===== src/rtl/controller_sequencer.sv =====
// Control unit for a SAP-style 8-bit CPU: a six-state one-hot ring (T1..T6) plus a
// halted flag; all datapath controls decode from the registered T-state and the opcode.
module controller_sequencer (
    input  logic       clk,
    input  logic       clr,
    input  logic [3:0] opcode,
    output logic       cp,
    output logic       ep,
    output logic       lm,
    output logic       ce,
    output logic       li,
    output logic       ei,
    output logic       la,
    output logic       ea,
    output logic       su,
    output logic       eu,
    output logic       lb,
    output logic       lo,
    output logic       hlt,
    output logic [5:0] tstate
);

    localparam logic [3:0] OP_LDA = 4'b0000;
    localparam logic [3:0] OP_ADD = 4'b0001;
    localparam logic [3:0] OP_SUB = 4'b0010;
    localparam logic [3:0] OP_OUT = 4'b1110;
    localparam logic [3:0] OP_HLT = 4'b1111;

    typedef enum logic [5:0] {
        T1 = 6'b000001,
        T2 = 6'b000010,
        T3 = 6'b000100,
        T4 = 6'b001000,
        T5 = 6'b010000,
        T6 = 6'b100000
    } t_state_e;

    t_state_e state_q, state_d;
    logic     halted_q, halted_d;

    // NOTE: state registers use non-blocking assignments so every flop samples
    // pre-edge values; blocking here would create order-dependent simulation.
    always_ff @(posedge clk) begin
        if (clr) begin
            state_q  <= T1;
            halted_q <= 1'b0;
        end else begin
            state_q  <= state_d;
            halted_q <= halted_d;
        end
    end

    // NOTE: every signal driven below gets a default before any branching, so no
    // path leaves a value unassigned and no latch is inferred.
    always_comb begin
        state_d  = T1;
        halted_d = halted_q;
        cp = 1'b0; ep = 1'b0; lm = 1'b0; ce = 1'b0;
        li = 1'b0; ei = 1'b0; la = 1'b0; ea = 1'b0;
        su = 1'b0; eu = 1'b0; lb = 1'b0; lo = 1'b0;
        hlt = 1'b0;

        if (halted_q) begin
            state_d = state_q;
        end else begin
            case (state_q)
                T1: state_d = T2;
                T2: state_d = T3;
                T3: state_d = T4;
                T4: begin
                    if (opcode == OP_HLT) begin
                        state_d  = T4;
                        halted_d = 1'b1;
                    end else begin
                        state_d = T5;
                    end
                end
                T5: state_d = T6;
                T6: state_d = T1;
                // Any non-one-hot ring value recovers to T1 on the next edge.
                default: state_d = T1;
            endcase
        end

        if (!clr && !halted_q) begin
            case (state_q)
                T1: begin ep = 1'b1; lm = 1'b1; end
                T2: cp = 1'b1;
                T3: begin ce = 1'b1; li = 1'b1; end
                T4: begin
                    case (opcode)
                        OP_LDA, OP_ADD, OP_SUB: begin ei = 1'b1; lm = 1'b1; end
                        OP_OUT:                 begin ea = 1'b1; lo = 1'b1; end
                        OP_HLT:                 hlt = 1'b1;
                        default: ;
                    endcase
                end
                T5: begin
                    case (opcode)
                        OP_LDA:         begin ce = 1'b1; la = 1'b1; end
                        OP_ADD, OP_SUB: begin ce = 1'b1; lb = 1'b1; end
                        default: ;
                    endcase
                end
                T6: begin
                    case (opcode)
                        OP_ADD: begin eu = 1'b1; la = 1'b1; end
                        OP_SUB: begin eu = 1'b1; la = 1'b1; su = 1'b1; end
                        default: ;
                    endcase
                end
                default: ;
            endcase
        end

        if (!clr && halted_q) begin
            hlt = 1'b1;
        end
    end

    assign tstate = state_q;

endmodule


===== config.mk =====
export PLATFORM = sky130hd
export DESIGN_NAME = controller_sequencer
export DESIGN_NICKNAME = d
export VERILOG_FILES = /design/src/rtl/controller_sequencer.sv
export SDC_FILE = /design/constraint.sdc
export NUM_CORES = 1
export LEC_CHECK = 0
export CORE_MARGIN = 5
export CORE_UTILIZATION = 35
export CTS_CLUSTER_DIAMETER = 120
export DETAILED_ROUTE_END_ITERATION = 10
export PLACE_DENSITY = 0.69
export SYNTH_ARGS = -nofsm -noshare
export SYNTH_HDL_FRONTEND = slang
export SYNTH_SLANG_ARGS = --single-unit

===== constraint.sdc =====
create_clock -name clk -period 5.95 [get_ports clk]
set_clock_uncertainty 0.2 [all_clocks]
set_input_delay 1.785 -clock clk [delete_from_list [all_inputs] [get_ports clk]]
set_output_delay 1.785 -clock clk [all_outputs]
set_load 0.05 [all_outputs]

==> summary.txt, run 1 <==
TNS Setup: 0 ps
WS Path Type: in2out
crit path DAT: 3400 ps
number of enable flip-flop cells after synthesis: 0
slew margin rel.: 66.2%
Cell variety after synth: 34
vias in the first global route: 543
die area: 2500 um^2
routed vias/inst: 5.49
Seq. cell area: 140 um^2
largest net degree at the start of global routing: 14
XOR/XNOR Fraction of Synth Area: 3.13%
Inserted Clock Buffers: 3
Syn Inst Count: 72
iteration count of the initial detailed-routing pass: 4
worst hold path type: reg2reg
Post-CTS Resized: 0
Root Buffer: clkbuf_4
core box area: 1510 um^2
Final Routed Wirelength: 1520 um
Antenna Nets Post-Route: 0
Slew @ Worst Pin: 505 ps
most common cell after layout, fill and taps aside: clkdlybuf4s50_1
n_diodes: 0
DP HPWL: 1200 um
multiplexer share of the synthesized area: 0%
nets@finish: 102
RSZ-0062 raised after global routing: no
Final Max Slew Viols: 0
Fillers: 154
Multi-input gate area: 372 um^2
die width: 50.0 um
Hold Vio Cnt, Final: 0
total power: 165 uW
Seq/Total Area, Yosys: 25.1%
detailed-route DRC error count: 0
synthesized area: 559 um^2
Area growth, synth to finish: 45.2%
Reg2Reg Depth: 3
I/O pins: 25
Reg clk slew, reported paths: 50 ps
die height: 50.0 um
PwrDens: 203 nW/um^2
TritonCTS clock tree: done
static leakage: 0.000291 uW
hold path cells: 2
vias: 609
Place WS: 544 ps
gp weighted congestion: 0.794
Simple-Gate Fraction of Synth Area: 40.9%
fin util: 53.9%
Critical Path RT: 3960 ps
first-pass GRT wire length: 2490 um
yosys warns: 0
CP startpoint kind: primary input
min Tclk post-route: 5390 ps
maximum VDD drop: 0.150 mV
main flop type after synthesis: dfxtp_1
initial detailed-routing violation count: 17
synthesis-stage register bit count: 7
largest family of logic cells by synthesized area: simple AND/OR/NAND/NOR gates
Compound-Gate Fraction of Synth Area: 22.4%
Worst setup EP type: output port
CTS sink count: 7
status: finished, final reports clean
initial antenna violation count: 0
wire per inst: 13.7 um
final worst-path cycle share: 90.6%
max cap viols: 0
total global routing overflow: 0
Setup Viol. Count Final: 0
Tot GR Track Use: 12.5%
commonest non-fill, non-tap cells in the layout: 12 x clkdlybuf4s50_1, 11 x buf_4, 8 x nor2_1
total setup buffers inserted after CTS: 0
post-synthesis adder-cell area fraction: 0%
Hold-fix buffers, CTS: 0
worst-path fanout max: 3
Initial Util: 37.1%
H-tree level count: 1
Clock Latency Late Sink: 240 ps
Final WS setup: 561 ps
share of cells above drive strength 1: 22.1%
IO buf count: 24
Synth async-reset ratio: 0%
Rows: 14
Synthesized Nets: 78
clk buf depth: 2
Avg Cell Area, Syn: 7.77 um^2
FMAX: 186 MHz
## flip-flops by register name (all words and copies together) (netlist names)
signal and count:
tstate 6, halted_q 1
## synth_stat cells (all sizes together), types with 2 or more instances
cell type,instances,area share (%)
inv,3,2.0
nor2b,2,2.2
nor2,8,5.4
nor3b,3,4.0
nand2,7,4.7
a22oi,2,2.7
a21oi,4,3.6
buf,4,5.1
o32ai,2,3.1
nor3,5,4.5
clkbuf,2,1.3
o21ai,2,1.8
nor4,3,7.2
dfxtp,7,25
nand4,2,2.2
a32oi,2,3.1
## final cells by class
type,instances,share of cell area [%]
repair buffers,25,29.9
multi-input cells,56,45.8
clock buffers,4,3.24
inverters,3,1.39
well taps,16,2.47
flip-flops and latches,7,17.3
## per-layer routing
metal  wire length (um)  GRT usage [%]  up-vias
met2                720           19.1        9
li1                   -              -      322
met3                 66           4.22        0
met5                  0              0        -
met4                  0           5.24        0
met1                733           15.8      278
## report_power, final
| group | internal, uW | switching, uW | total (uW) |
|---|---|---|---|
| clock network | 25.4 | 15.2 | 40.6 |
| registers | 50.2 | 10.4 | 60.5 |
| logic | 25.5 | 38.4 | 63.8 |
| total | 101 | 63.9 | 165 |
## cell families after synthesis
logic type / after synthesis
simple gates: 37
compound gates: 17
buf+inv: 9
flops: 7
xor+xnor: 2
## through the flow
step | hold slack (ps) | std cells | cell area (um^2)
finish | 422 | 111 | 812
global route | 460 | 111 | 812
CTS | 423 | 111 | 812
detailed placement | 417 | 107 | 786
global placement | 417 | 107 | 786
floorplan | 453 | 72 | 559
## final timing paths
path / start / to / slack (ps)
worst min register to register: tstate[5] / tstate[5] / 420
worst max register to register: tstate[0] / tstate[0] / 4290
worst min-delay path: tstate[5] / tstate[5] / 420
worst max-delay path: clr / cp / 560
## critical path: stages
cell and delay [ps]:
clkdlybuf4s50_1 430, nor2_1 180, and4_1 210, clkdlybuf4s50_1 800
No activity file was read; power rests on OpenSTA's default activity.
==> inputs of run 2 (changes only) <==
- DONT_BUFFER_PORTS: not set -> 1
- PLACE_DENSITY: 0.69 -> 0.49
- SLEW_MARGIN: not set -> 40
==> run 2 against run 1 <==
Design area decreased by 17%. Hold slack improved by 29 ps. Sequential share of layout area increased by 4.0 points. Critical path depth shrank 2. Clock-buffer cell count unchanged. Register-to-register slack worse by 190 ps. Critical path type unchanged.
==> summary.txt, run 2 (synthesis results as in run 1) <==
Multi-input gate area: 419 um^2 (+13%)
Tot GR Track Use: 12.8% (+0.31 points)
slowest stage delay, CP: 770 ps (-30 ps)
Final Routed Wirelength: 1460 um (-3.9%)
Antenna Nets Post-Route: 0 (unchanged)
Reg clk slew, reported paths: 50 ps (about the same)
share of cells above drive strength 1: 27.3% (+5.2 points)
TritonCTS clock tree: done
I/O pins: 25 (unchanged)
vias: 569 (-6.6%)
Hold Vio Cnt, Final: 0 (unchanged)
slew margin rel.: 44.1% (-22 points)
n_diodes: 0 (unchanged)
final worst-path cycle share: 82.8% (-7.8 points)
Setup Viol. Count Final: 0 (unchanged)
Critical Path RT: 3960 ps (about the same)
Finished Cell Area: 672 um^2 (-17%)
core box area: 1510 um^2 (unchanged)
RSZ-0062 raised after global routing: no
Reg2Reg Depth: 3 (unchanged)
Reg2Reg Setup Slack: 4100 ps (-190 ps)
vias in the first global route: 528 (-2.8%)
largest net degree at the start of global routing: 14 (unchanged)
Fillers: 159 (+3.2%)
most common cell after layout, fill and taps aside: nor2_1
CTS sink count: 7 (unchanged)
WS Path Type: in2out
wire per inst: 15.7 um (+15%)
commonest non-fill, non-tap cells in the layout: 8 x nor2_1, 7 x nand2_1, 7 x buf_4
reg2reg end: tstate[0]
max cap viols: 0 (unchanged)
total setup buffers inserted after CTS: 0 (unchanged)
FMAX: 203 MHz (+9.4%)
Clock Latency Late Sink: 250 ps (about the same)
cells along the critical path: nor4_2 -> nor3b_2
initial antenna violation count: 0 (unchanged)
CP startpoint kind: primary input
nets@finish: 84 (-18%)
CP max-delay cell: nor3b_2
IO buf count: 0 (-100%)
FF-to-FF Start: tstate[3]
die width: 50.0 um (unchanged)
Post-CTS Resized: 0 (unchanged)
Area growth, synth to finish: 20.1%
Seq. cell area: 143 um^2 (+1.8%)
maximum VDD drop: 0.167 mV (+12%)
Hold-fix buffers, CTS: 0 (unchanged)
Root Buffer: clkbuf_4
PwrDens: 236 nW/um^2 (+16%)
initial detailed-routing violation count: 9 (-8)
worst-path fanout max: 4 (+1)
clk buf depth: 2 (unchanged)
Worst setup EP type: output port
gp weighted congestion: 0.728 (-8.3%)
DP HPWL: 1130 um (-5.7%)
total global routing overflow: 0 (unchanged)
die area: 2500 um^2 (unchanged)
TNS Setup: 0 ps (unchanged)
Hold EP: tstate[5]
H-tree level count: 1 (unchanged)
Rows: 14 (unchanged)
Final Max Slew Viols: 0 (unchanged)
status: finished, final reports clean
Initial Util: 37.1% (unchanged)
Inserted Clock Buffers: 3 (unchanged)
detailed-route DRC error count: 0 (unchanged)
Slew @ Worst Pin: 835 ps (+329 ps)
iteration count of the initial detailed-routing pass: 5 (+1)
CP delay by family, top: simple AND/OR/NAND/NOR gates
worst hold path type: reg2reg
min Tclk post-route: 4920 ps (-464 ps)
Worst Hold Launch: halted_q
dpl cell area: 646 um^2 (-18%)
hold path cells: 2 (unchanged)
crit path DAT: 2940 ps (-460 ps)
static leakage: 0.000216 uW (-26%)
routed vias/inst: 6.12 (+12%)
die height: 50.0 um (unchanged)
max reg flops: 6 (unchanged)
first-pass GRT wire length: 2510 um (+0.84%)
Worst Path Buf+Inv: 0 (-2)
## run 2: cell count changes in the layout (fill, tap and decap cells not counted), sizes merged
| cell | before | now |
|---|---|---|
| buf | 13 | 7 |
| clkdlybuf4s50 | 12 | 0 |
## run 2: per-stage QoR
step / util [%] / cells / power, uW / hold WS [ps] / setup WS (ps)
after floorplan: - / 72 / 108 / 453 / 405
after global routing: 44.6 / 93 / 169 / 503 / 974
after detailed placement: 42.9 / 89 / 117 / 445 / 1050
after global placement: 41.2 / 89 / 112 / 443 / 1050
after CTS: 44.6 / 93 / 161 / 451 / 1040
final: 44.6 / 93 / 158 / 452 / 1030
## run 2: worst max-delay path by stage
stage                          from  to  slack [ps]  depth (start not counted)
after floorplan                 clr  su         400                          4
after global placement    opcode[3]  lb        1050                          2
after detailed placement  opcode[3]  lb        1050                          2
after CTS                 opcode[3]  lb        1040                          2
after global routing      opcode[3]  lb         970                          2
final                     opcode[3]  lb        1030                          2
## run 2: tightest hold or removal path, stage by stage, from the launching register on
cell and delay (ps):
dfxtp_1 440, nand2_1 110, a21oi_1 60
## run 2: per-layer routing
layer,wire length [um],GRT usage (%)
met5,0,0
met4,13,6.55
met1,667,16.3
met2,673,18.6
met3,106,4.52
## run 2: area by class of cell
cell class | count | share of cell area (%)
Inverter | 3 | 1.68
Timing Repair Buffer | 7 | 7.82
Multi-Input combinational cell | 56 | 62.4
Clock buffer | 4 | 3.91
Tap cell | 16 | 2.98
Sequential cell | 7 | 21.2
## run 2: power breakdown
group	total, uW	switching (uW)	internal [uW]	leakage (uW)
Combinational	42.0	24.5	17.5	0.000143
Sequential	73.0	22.5	50.4	0.0000573
Clock	43.4	17.8	25.6	0.0000150
Total	158	64.8	93.5	0.000216
